===== config.mk =====
export PLATFORM = sky130hd
export DESIGN_NAME = opc5ls_uart
export DESIGN_NICKNAME = d
export VERILOG_FILES = /design/src/rtl/opc5ls_uart_pkg.sv /design/src/rtl/opc5ls_uart_fifo.sv /design/src/rtl/opc5ls_uart.sv
export SDC_FILE = /design/constraint.sdc
export NUM_CORES = 1
export LEC_CHECK = 0
export CAP_MARGIN = 30
export CORE_MARGIN = 2
export CORE_UTILIZATION = 55
export CTS_CLUSTER_SIZE = 24
export DETAILED_ROUTE_END_ITERATION = 10
export PLACE_DENSITY = 0.76
export SKIP_LAST_GASP = 1
export SLEW_MARGIN = 15
export SYNTH_ARGS = -nofsm -noshare
export SYNTH_HDL_FRONTEND = slang
export SYNTH_SLANG_ARGS = --single-unit

===== constraint.sdc =====
create_clock -name clk -period 3.47 [get_ports clk]
set_clock_uncertainty 0.2 [all_clocks]
set_input_delay 0.347 -clock clk [delete_from_list [all_inputs] [get_ports clk]]
set_output_delay 0.347 -clock clk [all_outputs]
set_load 0.01 [all_outputs]

===== src/rtl/opc5ls_uart_pkg.sv =====
`default_nettype none
// ============================================================================
// Module   : opc5ls_uart_pkg
// Brief    : Shared constants and types for the OPC5LS memory-mapped UART.
//            Register offsets, STATUS/CTRL bit positions, FSM state encoding
//            and the minimum legal baud divisor.
// Revision : 1.0 - initial release
// ============================================================================
package opc5ls_uart_pkg;

    // Register offsets within the 4-word window (address[1:0])
    localparam logic [1:0] REG_DATA   = 2'd0;
    localparam logic [1:0] REG_STATUS = 2'd1;
    localparam logic [1:0] REG_CTRL   = 2'd2;
    localparam logic [1:0] REG_BAUD   = 2'd3;

    // STATUS bit positions
    localparam int ST_RX_AVAIL  = 0;
    localparam int ST_TX_FULL   = 1;
    localparam int ST_TX_IDLE   = 2;
    localparam int ST_RX_OVR    = 3;
    localparam int ST_TX_OVR    = 4;
    localparam int ST_FRAME_ERR = 5;

    // CTRL bit positions
    localparam int CT_POP   = 0;
    localparam int CT_RXIE  = 1;
    localparam int CT_TXIE  = 2;
    localparam int CT_FLUSH = 3;
    localparam int CT_CLR   = 4;
    localparam int CT_LOOP  = 5;

    // Smallest divisor that still leaves room for a mid-bit RX sample
    localparam logic [15:0] MIN_DIV = 16'd3;

    // Shared by the TX and RX serial FSMs
    typedef enum logic [1:0] {
        ST_IDLE  = 2'd0,
        ST_START = 2'd1,
        ST_DATA  = 2'd2,
        ST_STOP  = 2'd3
    } uart_state_e;

    function automatic logic [15:0] clamp_div(input logic [15:0] value);
        return (value < MIN_DIV) ? MIN_DIV : value;
    endfunction

endpackage
`default_nettype wire


===== src/rtl/opc5ls_uart_fifo.sv =====
`default_nettype none
// ============================================================================
// Module   : opc5ls_uart_fifo
// Brief    : Synchronous FIFO with flush. Push while full is accepted only
//            when a pop commits in the same cycle; pop on empty is ignored.
//            Flush has priority over push and pop.
// Revision : 1.0 - initial release
// ============================================================================
module opc5ls_uart_fifo #(
    parameter int WIDTH = 8,
    parameter int DEPTH = 8
) (
    input  logic                     clk,
    input  logic                     reset,
    input  logic                     push_i,
    input  logic                     pop_i,
    input  logic                     flush_i,
    input  logic [WIDTH-1:0]         data_i,
    output logic [WIDTH-1:0]         head_o,
    output logic                     full_o,
    output logic                     empty_o,
    output logic [$clog2(DEPTH):0]   count_o
);
    localparam int            AW         = $clog2(DEPTH);
    localparam logic [AW:0]   FULL_COUNT = (AW+1)'(DEPTH);

    logic [WIDTH-1:0] mem_q [DEPTH];
    logic [AW-1:0]    wr_ptr_q;
    logic [AW-1:0]    rd_ptr_q;
    logic [AW:0]      count_q;
    logic             w_do_pop;
    logic             w_do_push;

    assign full_o    = (count_q == FULL_COUNT);
    assign empty_o   = (count_q == '0);
    assign count_o   = count_q;
    assign head_o    = mem_q[rd_ptr_q];
    assign w_do_pop  = pop_i && !empty_o;
    assign w_do_push = push_i && (!full_o || w_do_pop);

    // Pointer and occupancy bookkeeping; flush discards everything
    always_ff @(posedge clk) begin
        if (reset || flush_i) begin
            wr_ptr_q <= '0;
            rd_ptr_q <= '0;
            count_q  <= '0;
        end else begin
            if (w_do_push) wr_ptr_q <= wr_ptr_q + AW'(1);
            if (w_do_pop)  rd_ptr_q <= rd_ptr_q + AW'(1);
            if (w_do_push && !w_do_pop)      count_q <= count_q + (AW+1)'(1);
            else if (!w_do_push && w_do_pop) count_q <= count_q - (AW+1)'(1);
        end
    end

    // Storage array, written only on an accepted push
    always_ff @(posedge clk) begin
        if (w_do_push && !flush_i) mem_q[wr_ptr_q] <= data_i;
    end

endmodule
`default_nettype wire


===== src/rtl/opc5ls_uart.sv =====
`default_nettype none
// ============================================================================
// Module   : opc5ls_uart
// Brief    : Memory-mapped 8N1 UART for the OPC5LS CPU bus with TX/RX FIFOs,
//            programmable baud divisor and an active-low level interrupt.
//            Optional macro OPC5LS_UART_LOOPBACK_EN adds CTRL.LOOP, which
//            routes the TX line into the RX synchroniser and parks txd high.
// Revision : 1.0 - initial release
// ============================================================================
module opc5ls_uart
    import opc5ls_uart_pkg::*;
#(
    parameter logic [15:0] BASE_ADDR = 16'hFE00,
    parameter int          TX_DEPTH  = 8,
    parameter int          RX_DEPTH  = 8,
    parameter logic [15:0] DEF_DIV   = 16'd433
) (
    input  logic        clk,
    input  logic        reset,
    input  logic [15:0] address,
    input  logic [15:0] wdata,
    input  logic        rnw,
    output logic [15:0] rdata,
    output logic        rd_hit,
    output logic        int_b,
    output logic        txd,
    input  logic        rxd
);
    localparam int TX_CW = $clog2(TX_DEPTH) + 1;
    localparam int RX_CW = $clog2(RX_DEPTH) + 1;

    // Bus decode
    logic w_wr, w_wr_data, w_wr_ctrl, w_flush, w_pop, w_clr;
    assign rd_hit    = (address[15:2] == BASE_ADDR[15:2]);
    assign w_wr      = !rnw && rd_hit;
    assign w_wr_data = w_wr && (address[1:0] == REG_DATA);
    assign w_wr_ctrl = w_wr && (address[1:0] == REG_CTRL);
    assign w_flush   = w_wr_ctrl && wdata[CT_FLUSH];
    assign w_pop     = w_wr_ctrl && wdata[CT_POP] && !w_flush;
    assign w_clr     = w_wr_ctrl && wdata[CT_CLR];

    logic [15:0] div_q;
    logic        rxie_q, txie_q, rx_ovr_q, tx_ovr_q, ferr_q, int_b_q;
    logic        w_loop, w_rx_in, tx_line_q;

    // FIFOs
    logic [7:0]       w_tx_head, w_rx_head;
    logic             w_tx_full, w_tx_empty, w_rx_full, w_rx_empty;
    logic [TX_CW-1:0] w_tx_count;
    logic [RX_CW-1:0] w_rx_count;
    logic             w_tx_pop, w_rx_push, w_rx_ferr;
    logic [7:0]       rx_shift_q, rx_shift_d;

    opc5ls_uart_fifo #(.WIDTH(8), .DEPTH(TX_DEPTH)) u_tx_fifo (
        .clk(clk), .reset(reset), .push_i(w_wr_data), .pop_i(w_tx_pop),
        .flush_i(w_flush), .data_i(wdata[7:0]), .head_o(w_tx_head),
        .full_o(w_tx_full), .empty_o(w_tx_empty), .count_o(w_tx_count));

    opc5ls_uart_fifo #(.WIDTH(8), .DEPTH(RX_DEPTH)) u_rx_fifo (
        .clk(clk), .reset(reset), .push_i(w_rx_push), .pop_i(w_pop),
        .flush_i(w_flush), .data_i(rx_shift_q), .head_o(w_rx_head),
        .full_o(w_rx_full), .empty_o(w_rx_empty), .count_o(w_rx_count));

    // ---------------------------------------------------------------- TX path
    uart_state_e tx_state_q, tx_state_d;
    logic [15:0] tx_cnt_q, tx_cnt_d;
    logic [2:0]  tx_bit_q, tx_bit_d;
    logic [7:0]  tx_shift_q, tx_shift_d;
    logic        tx_line_d, w_tx_idle, w_tx_tick;

    assign w_tx_tick = (tx_cnt_q >= div_q);
    assign w_tx_idle = (w_tx_count == '0) && (tx_state_q == ST_IDLE);

    // TX state register; reset aborts a frame and returns the line high
    always_ff @(posedge clk) begin
        if (reset) begin
            tx_state_q <= ST_IDLE;
            tx_cnt_q   <= '0;
            tx_bit_q   <= '0;
            tx_shift_q <= '0;
            tx_line_q  <= 1'b1;
        end else begin
            tx_state_q <= tx_state_d;
            tx_cnt_q   <= tx_cnt_d;
            tx_bit_q   <= tx_bit_d;
            tx_shift_q <= tx_shift_d;
            tx_line_q  <= tx_line_d;
        end
    end

    // TX next state: each bit lasts DIV+1 clocks, STOP chains into START
    always_comb begin
        tx_state_d = tx_state_q;
        tx_cnt_d   = tx_w_inc(tx_cnt_q);
        tx_bit_d   = tx_bit_q;
        tx_shift_d = tx_shift_q;
        w_tx_pop   = 1'b0;
        unique case (tx_state_q)
            ST_IDLE: begin
                tx_cnt_d = '0;
                if (!w_tx_empty) begin
                    w_tx_pop   = 1'b1;
                    tx_shift_d = w_tx_head;
                    tx_state_d = ST_START;
                end
            end
            ST_START: if (w_tx_tick) begin
                tx_cnt_d   = '0;
                tx_bit_d   = '0;
                tx_state_d = ST_DATA;
            end
            ST_DATA: if (w_tx_tick) begin
                tx_cnt_d   = '0;
                tx_shift_d = {1'b0, tx_shift_q[7:1]};
                if (tx_bit_q == 3'd7) tx_state_d = ST_STOP;
                else                  tx_bit_d   = tx_bit_q + 3'd1;
            end
            ST_STOP: if (w_tx_tick) begin
                tx_cnt_d = '0;
                if (!w_tx_empty) begin
                    w_tx_pop   = 1'b1;
                    tx_shift_d = w_tx_head;
                    tx_state_d = ST_START;
                end else begin
                    tx_state_d = ST_IDLE;
                end
            end
            default: tx_state_d = ST_IDLE;
        endcase
        unique case (tx_state_d)
            ST_START: tx_line_d = 1'b0;
            ST_DATA:  tx_line_d = tx_shift_d[0];
            default:  tx_line_d = 1'b1;
        endcase
    end

    function automatic logic [15:0] tx_w_inc(input logic [15:0] v);
        return v + 16'd1;
    endfunction

    // ---------------------------------------------------------------- RX path
    uart_state_e rx_state_q, rx_state_d;
    logic [15:0] rx_cnt_q, rx_cnt_d;
    logic [2:0]  rx_bit_q, rx_bit_d;
    logic        rx_meta_q, rx_sync_q, rx_prev_q;
    logic [16:0] w_half_m1;

    // Mid-bit offset for the start-bit resample: (DIV+1)/2 clocks
    assign w_half_m1 = (({1'b0, div_q} + 17'd1) >> 1) - 17'd1;

    // Double-flop synchroniser plus one stage of history for edge detection
    always_ff @(posedge clk) begin
        if (reset) begin
            rx_meta_q <= 1'b1;
            rx_sync_q <= 1'b1;
            rx_prev_q <= 1'b1;
        end else begin
            rx_meta_q <= w_rx_in;
            rx_sync_q <= rx_meta_q;
            rx_prev_q <= rx_sync_q;
        end
    end

    // RX state register
    always_ff @(posedge clk) begin
        if (reset) begin
            rx_state_q <= ST_IDLE;
            rx_cnt_q   <= '0;
            rx_bit_q   <= '0;
            rx_shift_q <= '0;
        end else begin
            rx_state_q <= rx_state_d;
            rx_cnt_q   <= rx_cnt_d;
            rx_bit_q   <= rx_bit_d;
            rx_shift_q <= rx_shift_d;
        end
    end

    // RX next state: resample mid start bit, then sample every DIV+1 clocks
    always_comb begin
        rx_state_d = rx_state_q;
        rx_cnt_d   = rx_cnt_q + 16'd1;
        rx_bit_d   = rx_bit_q;
        rx_shift_d = rx_shift_q;
        w_rx_push  = 1'b0;
        w_rx_ferr  = 1'b0;
        unique case (rx_state_q)
            ST_IDLE: begin
                rx_cnt_d = '0;
                if (rx_prev_q && !rx_sync_q) rx_state_d = ST_START;
            end
            ST_START: if ({1'b0, rx_cnt_q} >= w_half_m1) begin
                rx_cnt_d   = '0;
                rx_bit_d   = '0;
                rx_state_d = rx_sync_q ? ST_IDLE : ST_DATA;
            end
            ST_DATA: if (rx_cnt_q >= div_q) begin
                rx_cnt_d   = '0;
                rx_shift_d = {rx_sync_q, rx_shift_q[7:1]};
                if (rx_bit_q == 3'd7) rx_state_d = ST_STOP;
                else                  rx_bit_d   = rx_bit_q + 3'd1;
            end
            ST_STOP: if (rx_cnt_q >= div_q) begin
                rx_cnt_d   = '0;
                rx_state_d = ST_IDLE;
                if (rx_sync_q) w_rx_push = 1'b1;
                else           w_rx_ferr = 1'b1;
            end
            default: rx_state_d = ST_IDLE;
        endcase
    end

    // ------------------------------------------------------ control registers
    // Divisor, enables, sticky error flags; a new event beats a same-cycle CLR
    always_ff @(posedge clk) begin
        if (reset) begin
            div_q    <= clamp_div(DEF_DIV);
            rxie_q   <= 1'b0;
            txie_q   <= 1'b0;
            rx_ovr_q <= 1'b0;
            tx_ovr_q <= 1'b0;
            ferr_q   <= 1'b0;
        end else begin
            if (w_wr && (address[1:0] == REG_BAUD)) div_q <= clamp_div(wdata);
            if (w_wr_ctrl) begin
                rxie_q <= wdata[CT_RXIE];
                txie_q <= wdata[CT_TXIE];
            end
            if (w_clr) begin
                rx_ovr_q <= 1'b0;
                tx_ovr_q <= 1'b0;
                ferr_q   <= 1'b0;
            end
            if (w_rx_push && w_rx_full && !w_pop)      rx_ovr_q <= 1'b1;
            if (w_wr_data && w_tx_full && !w_tx_pop)   tx_ovr_q <= 1'b1;
            if (w_rx_ferr)                             ferr_q   <= 1'b1;
        end
    end

`ifdef OPC5LS_UART_LOOPBACK_EN
    logic loop_q;

    // Loopback enable, persistent CTRL bit
    always_ff @(posedge clk) begin
        if (reset)          loop_q <= 1'b0;
        else if (w_wr_ctrl) loop_q <= wdata[CT_LOOP];
    end

    assign w_loop  = loop_q;
    assign w_rx_in = loop_q ? tx_line_q : rxd;
    assign txd     = loop_q ? 1'b1 : tx_line_q;
`else
    assign w_loop  = 1'b0;
    assign w_rx_in = rxd;
    assign txd     = tx_line_q;
`endif

    // Level interrupt, registered for one cycle of latency
    always_ff @(posedge clk) begin
        if (reset) int_b_q <= 1'b1;
        else       int_b_q <= !((rxie_q && !w_rx_empty) || (txie_q && w_tx_idle));
    end
    assign int_b = int_b_q;

    // Side-effect-free read mux
    always_comb begin
        rdata = '0;
        if (rd_hit) begin
            unique case (address[1:0])
                REG_DATA:   rdata = {8'h00, w_rx_empty ? 8'h00 : w_rx_head};
                REG_STATUS: rdata = {8'(w_rx_count), 2'b00, ferr_q, tx_ovr_q,
                                     rx_ovr_q, w_tx_idle, w_tx_full, !w_rx_empty};
                REG_CTRL:   rdata = {10'd0, w_loop, 2'b00, txie_q, rxie_q, 1'b0};
                default:    rdata = div_q;
            endcase
        end
    end

endmodule
`default_nettype wire

==> results of run 1 <==
-- power breakdown --
part           switching, µW  internal [µW]
Sequential               121           3040
Combinational            768            652
Clock                   1160           1600
Total                   2050           5290
-- worst max-delay path, delay by kind of cell, from the launching register on --
family                     cells  cell delay [ps]
adders and majority gates      2              510
AOI/OAI and AO/OA              5              760
xor gates and xnor gates       1              150
DFF                            1              400
and+or+nand+nor                6              990
buffers and inverters          4              740
-- flip-flops by register name, indices dropped and copies added (netlist names), 2 cells and up, named ones only --
signal	cells
u_rx_fifo.mem_q	64
u_tx_fifo.count_o	4
tx_cnt_q	16
u_tx_fifo.wr_ptr_q	3
div_q	16
u_rx_fifo.wr_ptr_q	3
rx_cnt_q	16
rx_bit_q	3
rx_shift_q	8
u_tx_fifo.mem_q	64
u_rx_fifo.rd_ptr_q	3
u_rx_fifo.count_o	4
u_tx_fifo.rd_ptr_q	3
tx_state_q	2
tx_shift_q	8
tx_bit_q	3
-- synth_stat cells, types with 4 or more instances --
cell type,count,area [µm²]
nand4_1,22,138
a21oi_1,56,280
a22oi_1,8,60.1
xor2_1,24,210
edfxtp_1,128,3840
or3_1,6,37.5
and4_1,5,43.8
nor4_1,16,100
xnor2_1,46,403
dfxtp_1,110,2200
inv_1,34,128
o211ai_1,4,30.0
nor2b_1,4,25.0
a211oi_1,8,60.1
o31ai_1,4,30.0
nor2_1,111,417
nor3_1,17,85.1
and2_1,4,25.0
a21o_1,14,105
buf_2,5,25.0
nor3_2,5,50.1
o21ai_0,28,140
mux4_2,32,721
o21a_1,5,37.5
and3_1,11,68.8
nand2b_1,8,50.1
nand2_1,69,259
o211a_1,4,40.0
nand3_1,23,115
nor4_2,12,150
ha_1,72,901
o2bb2ai_1,6,52.6
mux2i_1,39,390
clkbuf_1,28,105
or2_2,4,25.0
-- layer usage --
| layer | GRT usage [%] | vias to the layer above | part of all wire (%) |
|---|---|---|---|
| met4 | 10.5 | 2 | 3.7 |
| met3 | 4.71 | 88 | 6.6 |
| met2 | 43.2 | 376 | 48 |
| li1 | - | 4302 | - |
| met5 | 0 | - | 0.035 |
| met1 | 36.0 | 4486 | 42 |
-- final timing paths --
path,depth (start not counted),slack (ps),start,to
worst max register to register,18,-420,div_q[0],rx_cnt_q[7]
worst min register to register,1,220,rx_meta_q,rx_sync_q
worst max-delay path,18,-420,div_q[0],rx_cnt_q[7]
worst min-delay path,3,150,reset,tx_cnt_q[1]
-- logic make-up after synthesis --
| logic type | share of synthesized area (%) |
|---|---|
| mux | 9.25 |
| xor+xnor | 5.24 |
| fa+ha+maj | 7.83 |
| simple gates | 15.3 |
| compound gates | 9.52 |
| flops | 50.3 |
| buf+inv | 2.55 |
-- cell type report --
type / instances / area, µm² / share of cell area (%)
Multi-Input combinational cell: 725 / 6230 / 40.1
Clock inverter: 15 / 135 / 0.870
Tap cell: 280 / 350 / 2.25
Timing Repair Buffer: 223 / 1900 / 12.3
Inverter: 36 / 140 / 0.902
Clock buffer: 34 / 712 / 4.58
Sequential cell: 238 / 6070 / 39.1
-- per-stage QoR --
step                hold WS (ps)  area [µm²]
CTS                          114       15100
detailed placement           198       14000
global route                 143       15500
floorplan                    189       12100
global placement             195       14000
finish                       146       15500
-- repair_timing --
item	in CTS	in global routing
gates cloned	0	1
gates resized for setup	42	63
setup endpoints to repair	63	67
hold endpoints to repair	0	0
pin swaps	27	49
setup buffers	13	6
==> results.md, run 1 <==
* Outcome: finished with violations
* Failing checks: negative setup slack
* Rows at 54
* Finished Layout Cells at 1551
* I/O pin cnt at 55
* EDFF count, synth at 128
* Worst slack at placement at -475 ps
* Die area at 0.0230 mm²
* First-pass GRT wire length at 49400 µm
* Fin. max-slew vios at 0
* Die Y at 152 µm
* Initial core utilization at 55.6%
* Worst setup path class: reg -> reg
* Largest net degree at the start of global routing at 36
* Worst EP required at 3660 ps
* Final worst slack at -425 ps
* Max_cap viols at 0
* Core Util, Final at 71.9%
* Worst VDD drop at 0.417 mV
* Pleak at 0.00567 µW
* Antenna cells at 0
* Worst Hold Class: in -> reg
* Gpl congestion at 0.864
* Synth Cell Area at 0.0120 mm²
* Root Driver: clkbuf_16
* Total track usage at 26.7%
* Placeable Area at 0.0216 mm²
* Fin. Hold Viols at 0
* Async SR Flop Fraction at 0%
* Placed Instances at 1482
* Worst setup EP type: flop
* H-tree depth at 1
* Antenna-violating nets left at 0
* Post-DP HPWL at 21500 µm
* Residual DRC count at 0
* Critical-path cell list: ha_4 > nand4_4 > buf_4 > buf_4 > nor3_1 > buf_4 > nand4_1 > o21ai_0 > a21oi_2 > xnor2_1 > ha_1 > nand4_1 > o21ai_2 > a21oi_2 > o21a_4 > nor3b_4 > clkbuf_16 > nor4_2
* Seq/Total Area, Yosys at 50.3%
* Port Buffers at 54
* Worst-Skew Late Latency at 540 ps
* Total CTS buffers at 27
* Final Setup Violations at 22
* Yosys reg bits at 238
* FMAX at 0.257 GHz
* # nets final at 1361
* Hold-fix buffers, CTS at 0
* Synth-to-layout area growth at 29.3%
* Total gr overflow at 0
* Clock transition at path regs at 60 ps
* CTS tree: yes
* Most used cell along the critical path: buf_4
* Critical Path AT at 4090 ps
* Most frequent cells in the layout: buf_4, edfxtp_1, nor2_1
* Via count at 9254
* Rel. slew slack at 61.7%
* Initial antenna violation count at 1
* Slowest library cell on the worst path: dfxtp_4
* Power per cell area at 472 mW/mm²
* Total chip power at 7340 µW
* Chip width at 152 µm
* Syn_nets at 1148
* Via-to-Cell Ratio at 5.97
* Final worst-path cycle share at 112%
* Share of cells above drive strength 1 at 28.9%
* Most common cell after layout, fill and taps aside: buf_4
* Post-Route WL at 31700 µm
* Cells after Synth at 1038
* Wire per inst at 20.5 µm
* Worst-Margin Slew at 573 ps
* Yosys warning count at 0
* Startpoint Class: flop
* Drt pass-1 iters at 5
* Netlist cell types at 78
* Number of global-route vias before repair at 9303
* Final min period at 3890 ps
* CTS sink count at 238
* RSZ-0062 raised after global routing: true
* Synth Area per Inst at 11.6 µm²
* Top_reg_cell synth: edfxtp_1
* Setup_tns at -7020 ps
* Max incr delay on CP at 400 ps
* Critical path fanouts, max at 7
* Initial DRC count at 592
* Clock buffer depth at 3
* Fillcell total at 1464
(Power assumes the default switching activity.)
==> run 2: changes to the inputs <==
--- a/config.mk
+++ b/config.mk
@@ -10,6 +10,7 @@
 export CORE_UTILIZATION = 55
 export CTS_CLUSTER_SIZE = 24
 export DETAILED_ROUTE_END_ITERATION = 10
+export HOLD_SLACK_MARGIN = 0.02
 export PLACE_DENSITY = 0.76
 export SKIP_LAST_GASP = 1
 export SLEW_MARGIN = 15
==> results of run 2 <==
Final layout, timing and power as in run 1 (identical DEF).
==> edit 1, RTL diff (settings of run 1) <==
Add an input register stage for `address` and `rnw`, without a reset; this delays them by one clock. The other inputs are not delayed to match.
--- a/src/rtl/opc5ls_uart.sv
+++ b/src/rtl/opc5ls_uart.sv
@@ -31,8 +31,16 @@
 
+    logic [15:0] address_q;
+    logic rnw_q;
+
+    always_ff @(posedge clk) begin
+        address_q <= address;
+        rnw_q     <= rnw;
+    end
+
     // Bus decode
     logic w_wr, w_wr_data, w_wr_ctrl, w_flush, w_pop, w_clr;
-    assign rd_hit    = (address[15:2] == BASE_ADDR[15:2]);
-    assign w_wr      = !rnw && rd_hit;
-    assign w_wr_data = w_wr && (address[1:0] == REG_DATA);
-    assign w_wr_ctrl = w_wr && (address[1:0] == REG_CTRL);
+    assign rd_hit    = (address_q[15:2] == BASE_ADDR[15:2]);
+    assign w_wr      = !rnw_q && rd_hit;
+    assign w_wr_data = w_wr && (address_q[1:0] == REG_DATA);
+    assign w_wr_ctrl = w_wr && (address_q[1:0] == REG_CTRL);
     assign w_flush   = w_wr_ctrl && wdata[CT_FLUSH];
@@ -223,3 +231,3 @@
         end else begin
-            if (w_wr && (address[1:0] == REG_BAUD)) div_q <= clamp_div(wdata);
+            if (w_wr && (address_q[1:0] == REG_BAUD)) div_q <= clamp_div(wdata);
             if (w_wr_ctrl) begin
@@ -268,3 +276,3 @@
         if (rd_hit) begin
-            unique case (address[1:0])
+            unique case (address_q[1:0])
                 REG_DATA:   rdata = {8'h00, w_rx_empty ? 8'h00 : w_rx_head};
Behaviour: not the same (Yosys sat finds a counterexample within 4 cycles, from zero or initial values and one cycle with reset high).
==> edit 1 against run 1 <==
The flow still finishes with violations (negative setup slack). Via count is essentially flat. Worst setup slack gained 0.16 ns. Global-route usage shrank 0.89 points. Critical path depth is the same. Die area grew 3.1%. Synthesized cell count grew 3.6%. Total power shrank 6.6%. Worst hold slack lost 0.082 ns. Synthesized area grew 3.2%. Cell area shrank 0.84%. Wire length shrank 4.3%. Sequential cell count grew 17. Non-clock buffer count shrank 15. Critical endpoint is now rx_cnt_q[5].
==> edit 1: results (changes against run 1) <==
[run_status]
failed_checks=negative setup slack
outcome=finished, violations left

[placed_design]
hpwl_um=21740  ; +1.2%
place.detailed.instances=1500  ; +1.2%
place_area_mm2=0.01423  ; +1.8%

[pwr]
leakagePower_nw=5.798  ; +2.2%
power_per_cell_area_mw_per_mm2=445.2  ; -5.8%
largest_voltage_drop_on_the_vdd_net_mv=0.4264  ; +2.3%
seqPwrFrac=0.480  ; +0.049
switching_power_w=0.001678  ; -18%

[sta]
finalSetupViolations=22  ; unchanged
slew_headroom=0.6404  ; +0.02360
timing.final.ws_setup_ns=-0.2631  ; +0.1615 ns
finalHoldWorstSlack_ns=0.06359  ; -0.08225 ns

[grt]
pin_count_of_the_biggest_net_entering_global_routing=25  ; -31%
grtUsageMet3=0.03213  ; -0.01493
first_global_vias=9181  ; -1.3%
globalRouteTotalUtil=0.2577  ; -0.008859
grt_pass1_wl_um=48690  ; -1.4%

[synthesis]
ys_types=75  ; -3.8%
post_synth.cell_area_avg_um2=11.53  ; -0.37%
muxShareOfSynthArea=0.08819  ; -0.004268
synth.cells.most_frequent=sky130_fd_sc_hd__edfxtp_1, sky130_fd_sc_hd__dfxtp_1, sky130_fd_sc_hd__nor2_1
synth_fp_nets=1185  ; +3.2%

[setup_path]
timing.critical_path.fanout_max=16  ; +9
critical_path.max_stage_delay_ns=0.35  ; -0.05 ns
critical_path.top_delay_family=compound AO/OA/AOI/OAI gates

[routing]
m1WireLength_um=13260  ; +0.48%
dr.first_iter.drc_count=584  ; -1.4%
route.detailed.vias_per_inst=5.904  ; -1.0%

[worst_hold_path]
worst_hold_startpoint=address[6]

[layout]
layout-drive-gt1-share=0.2492  ; -0.03953

==> edit 1: cell types whose count changed after synthesis, moves of 5 or more <==
cell	run 1	this run
sky130_fd_sc_hd__nand2_1	69	79
sky130_fd_sc_hd__xnor2_1	46	36
sky130_fd_sc_hd__nor2_1	111	96
sky130_fd_sc_hd__a21oi_1	56	48
sky130_fd_sc_hd__or4_1	0	5
sky130_fd_sc_hd__nand4_1	22	15
sky130_fd_sc_hd__dfxtp_1	110	127
sky130_fd_sc_hd__nand3_1	23	28
sky130_fd_sc_hd__o21ai_0	28	42
sky130_fd_sc_hd__nor2_2	0	11
sky130_fd_sc_hd__nor4_2	12	0
==> edit 1: cell type report <==
type | count | area (um2) | share of cell area
tap | 280 | 350.3 | 0.02274
inverter | 37 | 142.6 | 0.009257
clock buffer | 34 | 701.9 | 0.04555
clock inverter | 15 | 127.6 | 0.008283
timing repair buffer | 208 | 1740 | 0.1130
sequential | 255 | 6406 | 0.4158
multi-input combinational | 739 | 5939 | 0.3855
==> edit 2, RTL diff (settings of run 1) <==
Made on the original files. Change the parameter `DEF_DIV` from 16'd433 to 16'd256.
--- a/src/rtl/opc5ls_uart.sv
+++ b/src/rtl/opc5ls_uart.sv
@@ -15,3 +15,3 @@
     parameter int          RX_DEPTH  = 8,
-    parameter logic [15:0] DEF_DIV   = 16'd433
+    parameter logic [15:0] DEF_DIV   = 16'd256
 ) (
Formal check against the unedited RTL: not equivalent (a bounded check fails within 4 cycles, from zero or initial values and one cycle with reset high).
==> edit 2 against run 1 <==
The run still ends with negative setup slack left. Worst setup slack improved by 0.27 ns. Combinational power is 42% lower. Total power down 11%. Sequential cell count unchanged. First-iteration DRC count rose by 3.5%. Clock power is 5% lower. Worst hold slack gained 0.0063 ns. Synthesized area grew 1.2%. Highest routed layer is now met4. Cell area decreased by 2.0%. Wire length fell by 3.2%.
==> edit 2: results (changes against run 1) <==
[grt]
pin_count_of_the_biggest_net_entering_global_routing=45  ; +25%
grt.met2_usage=0.4463  ; +0.01429
initial_antenna_violation_count=0  ; -1
globalRouteTotalUtil=0.2563  ; -0.01027
met1_usage=0.3288  ; -0.03116
grt_pass1_wl_um=47910  ; -3.0%

[synthesis]
synth_fp_nets=1204  ; +4.9%
ys_top_cells_by_area=sky130_fd_sc_hd__edfxtp_1, sky130_fd_sc_hd__dfxtp_1, sky130_fd_sc_hd__ha_1, sky130_fd_sc_hd__mux4_2, sky130_fd_sc_hd__nand2_1
synth_sequential_area_ratio=0.4972  ; -0.005953

[sta]
finalSetupViolations=22  ; unchanged
setup_tns_ns=-2.683  ; +4.338 ns
slew_headroom=0.4745  ; -0.1423
timing.final.ws_setup_ns=-0.1564  ; +0.2681 ns

[routing]
dr_total_vias=9358  ; +1.1%
dr.pass1.iters=6  ; +1
route.top_layer_used=met4
wirelength_um=30710  ; -3.2%
m1WireLength_um=12510  ; -5.2%
dr.first_iter.drc_count=613  ; +3.5%
met3_length_um=1788  ; -15%

[pwr]
clk-power_w=0.00261  ; -5%
pwr.group.combinational_w=0.000830  ; -42%
leakagePower_nw=5.559  ; -2.0%
largest_voltage_drop_on_the_vdd_net_mv=0.4628  ; +11%

[cts]
numCtsBuffers=25  ; -7.4%
postCtsResizedCells=29  ; -31%
clkLatencyLatePin_ns=0.52  ; -0.02 ns
cts.repair_timing.setup_buffer_count=6  ; -7

[placed_design]
hpwl_um=21340  ; -0.61%
dpl_worst_slack_ns=-0.3043  ; +0.1704 ns
place.detailed.instances=1511  ; +2.0%

[run_status]
failed_checks=negative setup slack
outcome=finished, violations left

[setup_path]
cp.arrival_ns=3.88  ; -0.21 ns
timing.critical_path.fanout_max=16  ; +9
critical_path.slowest_cell=sky130_fd_sc_hd__a2111o_1
critical_path.top_delay_family=compound AO/OA/AOI/OAI gates

[edit 2: cell types whose count changed after synthesis, sizes merged, moves of 6 or more]
| cell | run 1 | this run |
|---|---|---|
| a21oi | 57 | 65 |
| a31oi | 4 | 12 |
| clkbuf | 28 | 36 |
| inv | 36 | 42 |
| mux2i | 39 | 27 |
| nand2 | 69 | 99 |
| nand3 | 26 | 33 |
| nor2 | 113 | 95 |
| nor4 | 29 | 15 |
| o22ai | 2 | 9 |
| o2bb2ai | 6 | 0 |
| xnor2 | 47 | 39 |
[edit 2: final cells by class]
class | instances | area share
Clock buffer | 36 | 0.04727
Clock inverter | 9 | 0.005014
Inverter | 43 | 0.01126
Multi-Input combinational cell | 761 | 0.4033
Sequential cell | 238 | 0.3994
Tap cell | 280 | 0.02302
Timing Repair Buffer | 204 | 0.1107
[edit 2: stage by stage]
stage	cell area [um2]	hold WS [ns]
global placement	13980	0.1923
CTS	14970	0.1296
detailed placement	13980	0.1932
global route	15220	0.1521
floorplan	12290	0.1895
finish	15220	0.1521
[edit 2: logic make-up (layout without fill, tap and decap cells)]
kind of cell    after synthesis  after routing  synth area share
compound gates              197            197            0.1081
xor+xnor                     65             65           0.04682
fa+ha+maj                    74             74           0.07737
buf+inv                      95            292           0.03148
flops                       238            238            0.4972
mux                          63             63           0.08550
simple gates                362            362            0.1535
[edit 2: how the worst min path moves through the flow]
stage               startpoint   endpoint  slack (ns)  depth (start not counted)
floorplan            rx_meta_q  rx_sync_q        0.19                          1
global placement     rx_meta_q  rx_sync_q        0.19                          1
detailed placement   rx_meta_q  rx_sync_q        0.19                          1
CTS                      reset   div_q[8]        0.13                          3
global route             reset      int_b        0.15                          3
finish                   reset   div_q[8]        0.15                          3
